===== config.mk =====
export PLATFORM = sky130hd
export DESIGN_NAME = bus_width_split_flat
export DESIGN_NICKNAME = d
export VERILOG_FILES = /design/src/rtl/bus_width_split_if.sv /design/src/rtl/bus_width_split.sv /design/src/flat_wrapper.sv
export SDC_FILE = /design/constraint.sdc
export NUM_CORES = 1
export LEC_CHECK = 0
export ABC_AREA = 1
export ABC_CLOCK_PERIOD_IN_PS = 4000
export CORE_MARGIN = 2
export CORE_UTILIZATION = 45
export DETAILED_ROUTE_END_ITERATION = 10
export PLACE_DENSITY = 0.82
export SETUP_SLACK_MARGIN = 0.15
export SLEW_MARGIN = 15
export SYNTH_ARGS = -nofsm -noshare
export SYNTH_HDL_FRONTEND = slang
export SYNTH_SLANG_ARGS = --single-unit

===== constraint.sdc =====
create_clock -name clk -period 4 [get_ports clk]
set_input_delay 1.2 -clock clk [delete_from_list [all_inputs] [get_ports clk]]
set_output_delay 1.2 -clock clk [all_outputs]
set_load 0.01 [all_outputs]

===== src/rtl/bus_width_split_if.sv =====
// ============================================================================
// Module   : bus_width_split_if
// Brief    : Upstream wide-access bus plus downstream narrow-beat bus.
// Revision : 1.0 - initial release
// ============================================================================
`default_nettype none

interface bus_width_split_if #(
   parameter int IN_P_DW_BYTES  = 3,
   parameter int OUT_P_DW_BYTES = 2,
   parameter int AW             = 32
);
   localparam int IN_DW  = 8 * (2 ** IN_P_DW_BYTES);
   localparam int OUT_DW = 8 * (2 ** OUT_P_DW_BYTES);

   logic                i_req;
   logic                o_req_rdy;
   logic                i_we;
   logic [AW-1:0]       i_addr;
   logic [IN_DW-1:0]    i_wdat;
   logic [IN_DW/8-1:0]  i_be;
   logic                o_resp_vld;
   logic [IN_DW-1:0]    o_rdat;
   logic                o_dn_req;
   logic                i_dn_rdy;
   logic                o_dn_we;
   logic [AW-1:0]       o_dn_addr;
   logic [OUT_DW-1:0]   o_dn_wdat;
   logic [OUT_DW/8-1:0] o_dn_be;
   logic                i_dn_rvld;
   logic [OUT_DW-1:0]   i_dn_rdat;

   modport slave (
      input  i_req, i_we, i_addr, i_wdat, i_be, i_dn_rdy, i_dn_rvld, i_dn_rdat,
      output o_req_rdy, o_resp_vld, o_rdat, o_dn_req, o_dn_we, o_dn_addr,
             o_dn_wdat, o_dn_be
   );

   modport master (
      output i_req, i_we, i_addr, i_wdat, i_be, i_dn_rdy, i_dn_rvld, i_dn_rdat,
      input  o_req_rdy, o_resp_vld, o_rdat, o_dn_req, o_dn_we, o_dn_addr,
             o_dn_wdat, o_dn_be
   );
endinterface

`default_nettype wire


===== src/rtl/bus_width_split.sv =====
// ============================================================================
// Module   : bus_width_split
// Brief    : Splits one wide access into aligned narrow beats, skipping empty
//            beats and reassembling read data into the wide lanes.
// Revision : 1.0 - initial release
// ============================================================================
`default_nettype none

module bus_width_split #(
   parameter int IN_P_DW_BYTES  = 3,
   parameter int OUT_P_DW_BYTES = 2,
   parameter int AW             = 32
) (
   input  wire              clk,
   input  wire              rst_n,
   bus_width_split_if.slave bus
);
   localparam int KW     = IN_P_DW_BYTES - OUT_P_DW_BYTES;
   localparam int NBEATS = 2 ** KW;
   localparam int IN_DW  = 8 * (2 ** IN_P_DW_BYTES);
   localparam int OUT_DW = 8 * (2 ** OUT_P_DW_BYTES);
   localparam int OBY    = OUT_DW / 8;

   localparam logic [1:0] S_IDLE  = 2'd0;
   localparam logic [1:0] S_ISSUE = 2'd1;
   localparam logic [1:0] S_WAIT  = 2'd2;
   localparam logic [1:0] S_RESP  = 2'd3;

   generate
      if (OUT_P_DW_BYTES >= IN_P_DW_BYTES) begin : g_bad_cfg
         $error("bus_width_split: OUT_P_DW_BYTES must be < IN_P_DW_BYTES");
      end
   endgenerate

   logic [1:0]                r_state;
   logic                      r_we;
   logic [AW-1:IN_P_DW_BYTES] r_addr_hi;
   logic [IN_DW-1:0]          r_wdat;
   logic [IN_DW/8-1:0]        r_be;
   logic [KW-1:0]             r_k;
   logic [IN_DW-1:0]          r_rdat;

   logic [NBEATS-1:0]         w_in_nz;
   logic [NBEATS-1:0]         w_cur_nz;
   logic [OUT_DW-1:0]         w_wdat_beat [NBEATS];
   logic [OBY-1:0]            w_be_beat   [NBEATS];
   logic [KW:0]               w_first;
   logic [KW:0]               w_next;
   logic                      w_unused;

   genvar gb;
   generate
      for (gb = 0; gb < NBEATS; gb++) begin : g_beat
         assign w_in_nz[gb]     = |bus.i_be[gb*OBY +: OBY];
         assign w_cur_nz[gb]    = |r_be[gb*OBY +: OBY];
         assign w_wdat_beat[gb] = r_wdat[gb*OUT_DW +: OUT_DW];
         assign w_be_beat[gb]   = r_be[gb*OBY +: OBY];
      end
   endgenerate

   // Returns {found, index} of the lowest non-empty beat strictly above 'above'.
   function automatic logic [KW:0] f_find(input logic [NBEATS-1:0] nz, input int above);
      logic [KW:0] res;
      res = '0;
      for (int b = NBEATS - 1; b >= 0; b--) begin
         if (nz[b] && (b > above)) res = {1'b1, KW'(b)};
      end
      return res;
   endfunction

   assign w_first  = f_find(w_in_nz, -1);
   assign w_next   = f_find(w_cur_nz, int'(r_k));
   assign w_unused = ^bus.i_addr[IN_P_DW_BYTES-1:0];

   always_ff @(posedge clk or negedge rst_n) begin
      if (!rst_n) begin
         r_state   <= S_IDLE;
         r_we      <= 1'b0;
         r_addr_hi <= '0;
         r_wdat    <= '0;
         r_be      <= '0;
         r_k       <= '0;
         r_rdat    <= '0;
      end else begin
         case (r_state)
            S_IDLE: begin
               if (bus.i_req) begin
                  r_we      <= bus.i_we;
                  r_addr_hi <= bus.i_addr[AW-1:IN_P_DW_BYTES];
                  r_wdat    <= bus.i_wdat;
                  r_be      <= bus.i_be;
                  r_rdat    <= '0;
                  r_k       <= w_first[KW-1:0];
                  r_state   <= w_first[KW] ? S_ISSUE : S_RESP;
               end
            end
            S_ISSUE: begin
               if (bus.i_dn_rdy) r_state <= S_WAIT;
            end
            S_WAIT: begin
               if (bus.i_dn_rvld) begin
                  if (!r_we) begin
                     for (int b = 0; b < NBEATS; b++) begin
                        if (r_k == KW'(b)) r_rdat[b*OUT_DW +: OUT_DW] <= bus.i_dn_rdat;
                     end
                  end
                  if (w_next[KW]) begin
                     r_k     <= w_next[KW-1:0];
                     r_state <= S_ISSUE;
                  end else begin
                     r_state <= S_RESP;
                  end
               end
            end
            default: r_state <= S_IDLE;
         endcase
      end
   end

   // Beat fields come straight from latched state so they hold during stalls.
   assign bus.o_req_rdy  = (r_state == S_IDLE);
   assign bus.o_resp_vld = (r_state == S_RESP);
   assign bus.o_rdat     = r_rdat;
   assign bus.o_dn_req   = (r_state == S_ISSUE);
   assign bus.o_dn_we    = r_we;
   assign bus.o_dn_addr  = {r_addr_hi, r_k, {OUT_P_DW_BYTES{1'b0}}};
   assign bus.o_dn_wdat  = w_wdat_beat[r_k];
   assign bus.o_dn_be    = w_be_beat[r_k];

endmodule

`default_nettype wire


===== src/flat_wrapper.sv =====
// flat-port wrapper written by rule: the top's interface ports become plain ports
module bus_width_split_flat 
#(
   parameter int IN_P_DW_BYTES  = 3,
   parameter int OUT_P_DW_BYTES = 2,
   parameter int AW             = 32
)
  (clk, rst_n, bus_i_req, bus_i_we, bus_i_addr, bus_i_wdat, bus_i_be, bus_i_dn_rdy, bus_i_dn_rvld, bus_i_dn_rdat, bus_o_req_rdy, bus_o_resp_vld, bus_o_rdat, bus_o_dn_req, bus_o_dn_we, bus_o_dn_addr, bus_o_dn_wdat, bus_o_dn_be);
  bus_width_split_if #(.IN_P_DW_BYTES(IN_P_DW_BYTES), .OUT_P_DW_BYTES(OUT_P_DW_BYTES), .AW(AW)) bus_i ();
  input  wire clk;
  input  wire rst_n;
  input wire logic [$bits(bus_i.i_req)-1:0] bus_i_req;
  input wire logic [$bits(bus_i.i_we)-1:0] bus_i_we;
  input wire logic [$bits(bus_i.i_addr)-1:0] bus_i_addr;
  input wire logic [$bits(bus_i.i_wdat)-1:0] bus_i_wdat;
  input wire logic [$bits(bus_i.i_be)-1:0] bus_i_be;
  input wire logic [$bits(bus_i.i_dn_rdy)-1:0] bus_i_dn_rdy;
  input wire logic [$bits(bus_i.i_dn_rvld)-1:0] bus_i_dn_rvld;
  input wire logic [$bits(bus_i.i_dn_rdat)-1:0] bus_i_dn_rdat;
  output wire logic [$bits(bus_i.o_req_rdy)-1:0] bus_o_req_rdy;
  output wire logic [$bits(bus_i.o_resp_vld)-1:0] bus_o_resp_vld;
  output wire logic [$bits(bus_i.o_rdat)-1:0] bus_o_rdat;
  output wire logic [$bits(bus_i.o_dn_req)-1:0] bus_o_dn_req;
  output wire logic [$bits(bus_i.o_dn_we)-1:0] bus_o_dn_we;
  output wire logic [$bits(bus_i.o_dn_addr)-1:0] bus_o_dn_addr;
  output wire logic [$bits(bus_i.o_dn_wdat)-1:0] bus_o_dn_wdat;
  output wire logic [$bits(bus_i.o_dn_be)-1:0] bus_o_dn_be;
  assign bus_i.i_req = bus_i_req;
  assign bus_i.i_we = bus_i_we;
  assign bus_i.i_addr = bus_i_addr;
  assign bus_i.i_wdat = bus_i_wdat;
  assign bus_i.i_be = bus_i_be;
  assign bus_i.i_dn_rdy = bus_i_dn_rdy;
  assign bus_i.i_dn_rvld = bus_i_dn_rvld;
  assign bus_i.i_dn_rdat = bus_i_dn_rdat;
  assign bus_o_req_rdy = bus_i.o_req_rdy;
  assign bus_o_resp_vld = bus_i.o_resp_vld;
  assign bus_o_rdat = bus_i.o_rdat;
  assign bus_o_dn_req = bus_i.o_dn_req;
  assign bus_o_dn_we = bus_i.o_dn_we;
  assign bus_o_dn_addr = bus_i.o_dn_addr;
  assign bus_o_dn_wdat = bus_i.o_dn_wdat;
  assign bus_o_dn_be = bus_i.o_dn_be;
  bus_width_split #(.IN_P_DW_BYTES(IN_P_DW_BYTES), .OUT_P_DW_BYTES(OUT_P_DW_BYTES), .AW(AW)) u_core (.clk(clk), .rst_n(rst_n), .bus(bus_i));
endmodule

# Word level (Yosys, flattened, before mapping)
# Cells that the tools add are included.
[totals] register_bits=169 output_inout_bits=136 wordCells=57 inputBits=142
[op_classes] n_reduce_logical=11 n_mux=25 n_bitwise=1 order_cmp=2 n_eq_ne=10
[op_table] op="64-bit two-way mux" count=3
[op_table] op="32-bit two-way mux" count=5
[op_table] op="64-bit case mux with 2 select lines" count=1
[op_table] op="2-bit two-way mux" count=8
[op_table] op="4-bit two-way mux" count=3
[op_table] op="4-bit OR reduction" count=3
[op_table] op="2-bit != test, second input constant" count=5
[op_table] op="5-bit AND reduction" count=2
[op_table] op="2-bit case mux with 3 select lines" count=1
[op_table] op="2-bit == test, second input constant" count=2
[op_table] op="2-bit by 1-bit != test with 1-bit output, second input constant" count=2
[op_table] op="4-bit AND reduction" count=1
[op_table] op="1-bit two-way mux" count=3
[op_table] op="3-bit AND reduction" count=1
[op_table] op="2-bit by 1-bit == test with 1-bit output, second input constant" count=1
[op_table] op="2-bit >= comparator, second input constant" count=1
[op_table] op="2-bit logical NOT" count=1
[op_table] op="1-bit inverter with 2-bit output" count=1
[op_table] op="1-bit case mux with 2 select lines" count=1
[op_table] op="2-bit AND reduction" count=1
[op_table] op="2-bit nonzero test" count=1
[op_table] op="1-bit greater-than comparator, first input constant" count=1
[op_table] op="1-bit logical AND" count=1

# Logic depth before layout (Yosys ltp)
# Gate-level depths: netlist of the first run.
[logic_depth] ltp_word=6 mapped_depth=9 mapped_depth_nobuf=8

# Worst setup path before layout of the first run
# OpenSTA, ideal clock, no wires.
[synth_timing] kind="register to output" from="reg u_core.r_k" to="out bus_o_dn_wdat[14]" t_arrival_ns=1.114 path_stages_with_launch=5 n_path_buf=2 t_required_ns=2.800 slack_ns=1.686 path_cell_list="dfrtp_1 > clkbuf_1 > buf_1 > nand2_1 > nand2_1"
[synth_between] elab_chain_len=4
[synth_lines] element="from (decl)" line="bus_width_split.sv:40" source="logic [KW-1:0] r_k;"
[synth_lines] element="from (signal assigned)" line="bus_width_split.sv:93" source="r_k <= w_first[KW-1:0];"
[synth_lines] element="from (signal assigned)" line="bus_width_split.sv:108" source="r_k <= w_next[KW-1:0];"
[synth_lines] element="1-bit inverter with 2-bit output (not written as such)" line="bus_width_split.sv:127" source="assign bus.o_dn_wdat = w_wdat_beat[r_k];"
[synth_lines] element="32-bit two-way mux (not written as such) (3 in a row)" line="bus_width_split.sv:127"
[synth_lines] element="to (decl)" line="flat_wrapper.sv:26" source="output wire logic [$bits(bus_i.o_dn_wdat)-1:0] bus_o_dn_wdat;"
# No other way between the ends. The select of a mux whose other input is x is not followed.

# Worst setup path in the final report of the first run
[layout_timing] from="reg u_core.r_k" to="out bus_o_dn_be[3]"
[layout_between] elab_chain_len=4
[layout_lines] element="1-bit inverter with 2-bit output (not written as such)" line="bus_width_split.sv:128" source="assign bus.o_dn_be = w_be_beat[r_k];"
[layout_lines] element="4-bit two-way mux (not written as such) (3 in a row)" line="bus_width_split.sv:128"
[layout_lines] element="to (decl)" line="flat_wrapper.sv:27" source="output wire logic [$bits(bus_i.o_dn_be)-1:0] bus_o_dn_be;"
# No other way between the ends. The select of a mux whose other input is x is not followed.

==> results.cfg, run 1 <==
[run_status]
status = completed

[cells_and_area]
drive_gt1_share_pct = 13.41
postLayoutCellArea_sq_mm = 0.01076
area_delta_synth_final_pct = 46.79
fillers = 1225
num_antenna_cells = 0
nets = 1128

[global_routing]
grt_max_degree = 63
grt_pass1_wl_mm = 31.83
gr-usage-all-layers_pct = 23.06
grt_antenna_before_repair = 0
overflow = 0
grt_pass1_vias = 6106

[worst_hold_path]
hold_depth = 2
min_path_type = reg2reg
min_from = u_core.bus.o_rdat[60]$_DFFE_PN0P_
min_to = u_core.bus.o_rdat[60]$_DFFE_PN0P_

[routing]
ant_nets = 0
vias_per_cell = 4.942
first_pass_iters = 5
wirelength_mm = 19.54
num_vias = 6005
drc = 0
routedWlPerCell_um = 16.09
drt_iter0_markers = 385

[yosys]
synth_edf_count = 0
ys_types = 21
synthCells = 727
avgSynthCellArea_sq_um = 10.08
synth.top_cells.by_area = dfrtp_1 (58%), nand2_1 (13%), mux2_2 (13%), nand3_1 (4.4%), mux2_1 (2.8%)
synth_flop_cell = dfrtp_1
yosysTopAreaCell = dfrtp_1
synth.most_common_cell = nand2_1
yosys_warnings = 0
synthArstFlopShare_pct = 100.0
ys_top_cells_by_count = nand2_1 (247), dfrtp_1 (169), mux2_2 (82)
syn_area_sq_mm = 0.007330
ys_ff_latch = 169
netlist.area_leader.share_pct = 57.70
yosysSeqAreaShare_pct = 57.70

[floorplanning]
core_area_sq_mm = 0.01589
die_x_um = 131.6
fp.dieArea_sq_mm = 0.01733
start_util_pct = 46.14
io_pins = 278
die_y_um = 131.6
num_rows = 46

[critical_path]
crit_path_start_kind = flop
cp.required_ns = 2.80
reg2reg_setup_slack_ns = 1.85
cp.arrival_ns = 2.15
cp-end-kind = output pin
r2r_end = u_core.bus.o_rdat[56]$_DFFE_PN0P_
rr_worst_depth = 6
reg2reg_from = u_core.r_k$_DFFE_PN0P_
criticalPathCategory = reg2out
crit_fanout = 37

[pwr]
vdd_ir_drop_max_mv = 0.5127
p_leak_uw = 0.005136
power_density_mw_per_mm2 = 812.5

[sta]
skew_ns = 0.01048
fin_crit_sh_pct = 83.78
slew_violations = 0
hold_viol = 0
relSlewSlack_pct = 26.55
min_period_ns = 3.351
grt_setup_unrepaired = no
whs_ns = 0.4665
max_freq_mhz = 298.4
setup_viol = 0
tightest_slew_ns = 1.101
fin_setup_tns_ns = 0

[clock_tree]
clkTransAtPathRegs_ns = 0.06
ctsHoldBuffers = 0
cts_max_level = 4
cts_setup_buffers = 0
cts_resized = 0
numCtsBuffers = 17
clock_latency_ns = 0.42
cts_root_buf = clkbuf_16
clock-sinks = 169
cts_buffer_depth = 2
cts_tree = done

[placement]
portBuffers = 272
hpwl_mm = 13.60
gp_congestion = 0.7805
placed_area_sq_mm = 0.01014

[job]
cap_violations = 0
==> state kept, by name, indices dropped and copies added, names as in the netlist <==
signal              count
u_core.bus.o_rdat      64
u_core.r_wdat          64
u_core.r_addr_hi       29
u_core.r_be             8
u_core.r_state          2
u_core.bus.o_dn_we      1
u_core.r_k              1
==> placed cells by master, fill, tap and decap left out, types with 2 or more instances in the layout <==
cell / count
inv_1: 40
buf_4: 8
nor2_4: 2
bufinv_16: 3
nand2_1: 247
nor2_1: 45
clkinv_4: 2
clkbuf_8: 2
nand3_1: 65
buf_12: 2
clkinvlp_4: 4
mux2_1: 18
clkdlybuf4s50_1: 271
clkbuf_16: 17
nand2_2: 4
o21ai_0: 2
a21oi_1: 3
conb_1: 2
inv_6: 3
inv_2: 2
mux2_2: 82
dfrtp_1: 169
==> worst max-delay path: stages, from the launching register on <==
cell and delay, ns:
dfrtp_1 0.38, inv_2 0.50, nand2_1 0.11, nand2_1 0.09, clkdlybuf4s50_1 0.62
==> metrics by stage <==
stage / total power (uW) / setup slack (ns) / util [%] / instances
global route: 9290 / 0.4724 / 67.73 / 1215
detailed placement: 7057 / 0.9118 / 63.82 / 1183
CTS: 8828 / 0.5807 / 67.73 / 1215
global placement: 6942 / 0.9359 / 63.82 / 1183
floorplan: 5089 / 1.686 / - / 728
finish: 8741 / 0.6487 / 67.73 / 1215
==> power by group <==
group / switching, uW / internal [uW] / leakage, uW / total (uW)
combinational: 1970 / 2110 / 0.00274 / 4070
clock: 701 / 1030 / 0.000290 / 1730
sequential: 431 / 2510 / 0.00211 / 2940
==> per-layer routing <==
layer | up-vias | GRT usage, % | part of all wire, %
li1 | 2822 | - | -
met1 | 2885 | 27.51 | 40
met2 | 283 | 37.99 | 48
met3 | 15 | 10.76 | 11
met4 | 0 | 5.495 | 1.0
met5 | - | 0 | 0
==> worst max path at each step <==
stage	startpoint	endpoint	cells past startpoint
2_1_floorplan	u_core.r_k$_DFFE_PN0P_	bus_o_dn_wdat[14]	4
3_3_place_gp	bus_i_req	u_core.bus.o_rdat[30]$_DFFE_PN0P_	8
3_5_place_dp	bus_i_req	u_core.bus.o_rdat[30]$_DFFE_PN0P_	8
4_1_cts	u_core.r_k$_DFFE_PN0P_	bus_o_dn_be[3]	4
5_1_grt	u_core.r_k$_DFFE_PN0P_	bus_o_dn_wdat[22]	4
6_report	u_core.r_k$_DFFE_PN0P_	bus_o_dn_be[3]	4
==> cell families after synthesis <==
family | count (synthesis) | synth area share, %
AND/OR/NAND/NOR | 365 | 20.21
other | 1 | 0.05116
buffers and inverters | 85 | 6.162
AO/OA/AOI/OAI | 7 | 0.5122
multiplexers | 100 | 15.36
flip-flops | 169 | 57.70
==> final cells by class <==
class | instances | area (sq um) | share of cell area (%)
clock buffer | 20 | 456.7 | 4.245
clock inverter | 12 | 163.9 | 1.523
inverter | 42 | 157.7 | 1.465
multi-input combinational | 474 | 2658 | 24.70
sequential | 169 | 4229 | 39.31
tap | 216 | 270.3 | 2.512
timing repair buffer | 282 | 2824 | 26.25
(Power assumes the default switching activity.)
==> inputs of run 2 (changes only) <==
ABC_CLOCK_PERIOD_IN_PS = 3200   (was 4000)
CORE_UTILIZATION = 44   (was 45)
PLACE_DENSITY = 0.8   (was 0.82)
clock period = 3.2 ns   (was 4 ns; I/O delays follow)
==> results.cfg, run 2 (synthesized netlist as in run 1, its figures left out) <==
[run_status]
status = completed

[cells_and_area]
nets = 1136
fillers = 1272
layout_common_cells = clkdlybuf4s50_1 (271), nand2_1 (247), dfrtp_1 (169), mux2_2 (82), nand3_1 (65)
postLayoutCellArea_sq_mm = 0.01080
num_antenna_cells = 0
drive_gt1_share_pct = 13.80
layout.cells.most_common = clkdlybuf4s50_1
area_delta_synth_final_pct = 47.35

[floorplanning]
num_rows = 47
die_x_um = 133.1
die_y_um = 133.1
core_area_sq_mm = 0.01641
io_pins = 278
fp.dieArea_sq_mm = 0.01771
start_util_pct = 44.67

[sta]
relSlewSlack_pct = 45.82
max_freq_mhz = 344.6
grt_setup_unrepaired = no
hold_viol = 0
fin_crit_sh_pct = 90.69
setup_viol = 0
fin_setup_tns_ns = 0
skew_ns = 0.006225
slew_violations = 0
min_period_ns = 2.902
tightest_slew_ns = 0.8118

[pwr]
intPower_uw = 7002
comb_power_share_pct = 47.5
power_density_mw_per_mm2 = 998.8
vdd_ir_drop_max_mv = 0.5628
seqPwrFrac_pct = 34.0
switching_share_pct = 35.10
pwr-share-clk_pct = 18.4
p_leak_uw = 0.005167
power.net_switching_uw = 3786

[clock_tree]
cts_setup_buffers = 0
cts_root_buf = clkbuf_16
cts_tree = done
cts_buffer_depth = 2
clock_latency_ns = 0.42
clkTransAtPathRegs_ns = 0.06
numCtsBuffers = 17
clock-sinks = 169
cts_max_level = 4

[global_routing]
use_met1_pct = 26.21
grt_max_degree = 58
grt_pass1_wl_mm = 30.42
grt_busiest_layer = met2
use_met3_pct = 9.119
grt_antenna_before_repair = 0
grt_pass1_vias = 5921
overflow = 0
grt_use_met2_pct = 35.84
gr-usage-all-layers_pct = 21.94

[routing]
vias_per_cell = 4.803
drc = 0
drt_iter0_markers = 311
num_vias = 5893
ant_nets = 0
first_pass_iters = 5
wirelength_mm = 18.75
routedWlPerCell_um = 15.28

[critical_path]
crit_path_start_kind = flop
criticalPathCategory = reg2out
cp.required_ns = 2.24
cp.arrival_ns = 1.94
cp-end-kind = output pin
crit_fanout = 40

[worst_hold_path]
min_path_type = reg2reg

[placement]
portBuffers = 272
placed_area_sq_mm = 0.01023
hpwl_mm = 13.36
gp_congestion = 0.7667

[job]
cap_violations = 0
## run 2: changes by cell type in the layout (fill, tap and decap cells not counted), moves of 3 or more
cell      previous run  this run
inv_6                3         0
clkbuf_1             1         4
buf_4                8        13
clkinv_2             0         3
## run 2: layout make-up
cell class              instances  area, sq um  area share [%]
flip-flops and latches        169         4229           39.16
repair buffers                290         2913           26.97
multi-input cells             474         2658           24.61
clock buffers                  21        440.4           4.078
well taps                     220        275.3           2.549
inverters                      42        160.2           1.483
clock inverters                11        125.1           1.158
## run 2: what timing repair did
item,in CTS,in global routing
setup endpoints to repair,0,17
hold buffers,0,0
gates resized for setup,0,3
## run 2: worst max-delay path: stages (launching register included)
cell             delay [ns]
dfrtp_1                0.41
buf_6                  0.33
nand2_1                0.10
nand2_1                0.09
clkdlybuf4s50_1        0.58
## run 2: stage by stage
step	cells	utilization [%]	worst slack (ns)	total power [uW]	hold slack (ns)
after detailed placement	1195	62.34	0.6144	8888	0.4570
after CTS	1227	65.79	0.1675	10940	0.4733
after global routing	1227	65.83	0.1574	11530	0.4885
final	1227	65.83	0.2980	10790	0.4682
after floorplan	728	-	1.126	6361	0.4646
after global placement	1195	62.34	0.6295	8771	0.4526
## run 2: path summary, 6_finish.rpt
kind	start	end	slack, ns	depth (start not counted)
max in group asynchronous	rst_n	u_core.bus.o_rdat[40]$_DFFE_PN0P_	1.93	2
worst max-delay path	u_core.r_k$_DFFE_PN0P_	bus_o_dn_wdat[27]	0.30	4
worst min-delay path	u_core.bus.o_rdat[15]$_DFFE_PN0P_	u_core.bus.o_rdat[15]$_DFFE_PN0P_	0.47	2
worst min register to register	u_core.bus.o_rdat[15]$_DFFE_PN0P_	u_core.bus.o_rdat[15]$_DFFE_PN0P_	0.47	2
min in group asynchronous	rst_n	u_core.bus.o_rdat[19]$_DFFE_PN0P_	0.49	1
worst max register to register	u_core.r_state[1]$_DFFE_PN0P_	u_core.bus.o_rdat[31]$_DFFE_PN0P_	1.34	7
## run 2: layer usage
| metal | up-vias | part of all wire (%) | wire length (um) |
|---|---|---|---|
| met1 | 2782 | 40 | 7489 |
| met2 | 248 | 47 | 8876 |
| met4 | 0 | 1.5 | 285 |
| li1 | 2844 | - | - |
| met3 | 19 | 11 | 2098 |
| met5 | - | 0 | 0 |
## run 2: power groups by stage
stage / registers [uW] / logic [uW] / clock network, uW
4_1_cts: 3670 / 5210 / 2050
3_3_place_gp: 3660 / 5120 / 0
6_report: 3670 / 5130 / 1990
2_1_floorplan: 3860 / 2500 / 0
3_5_place_dp: 3700 / 5180 / 0
5_1_grt: 3790 / 5610 / 2120
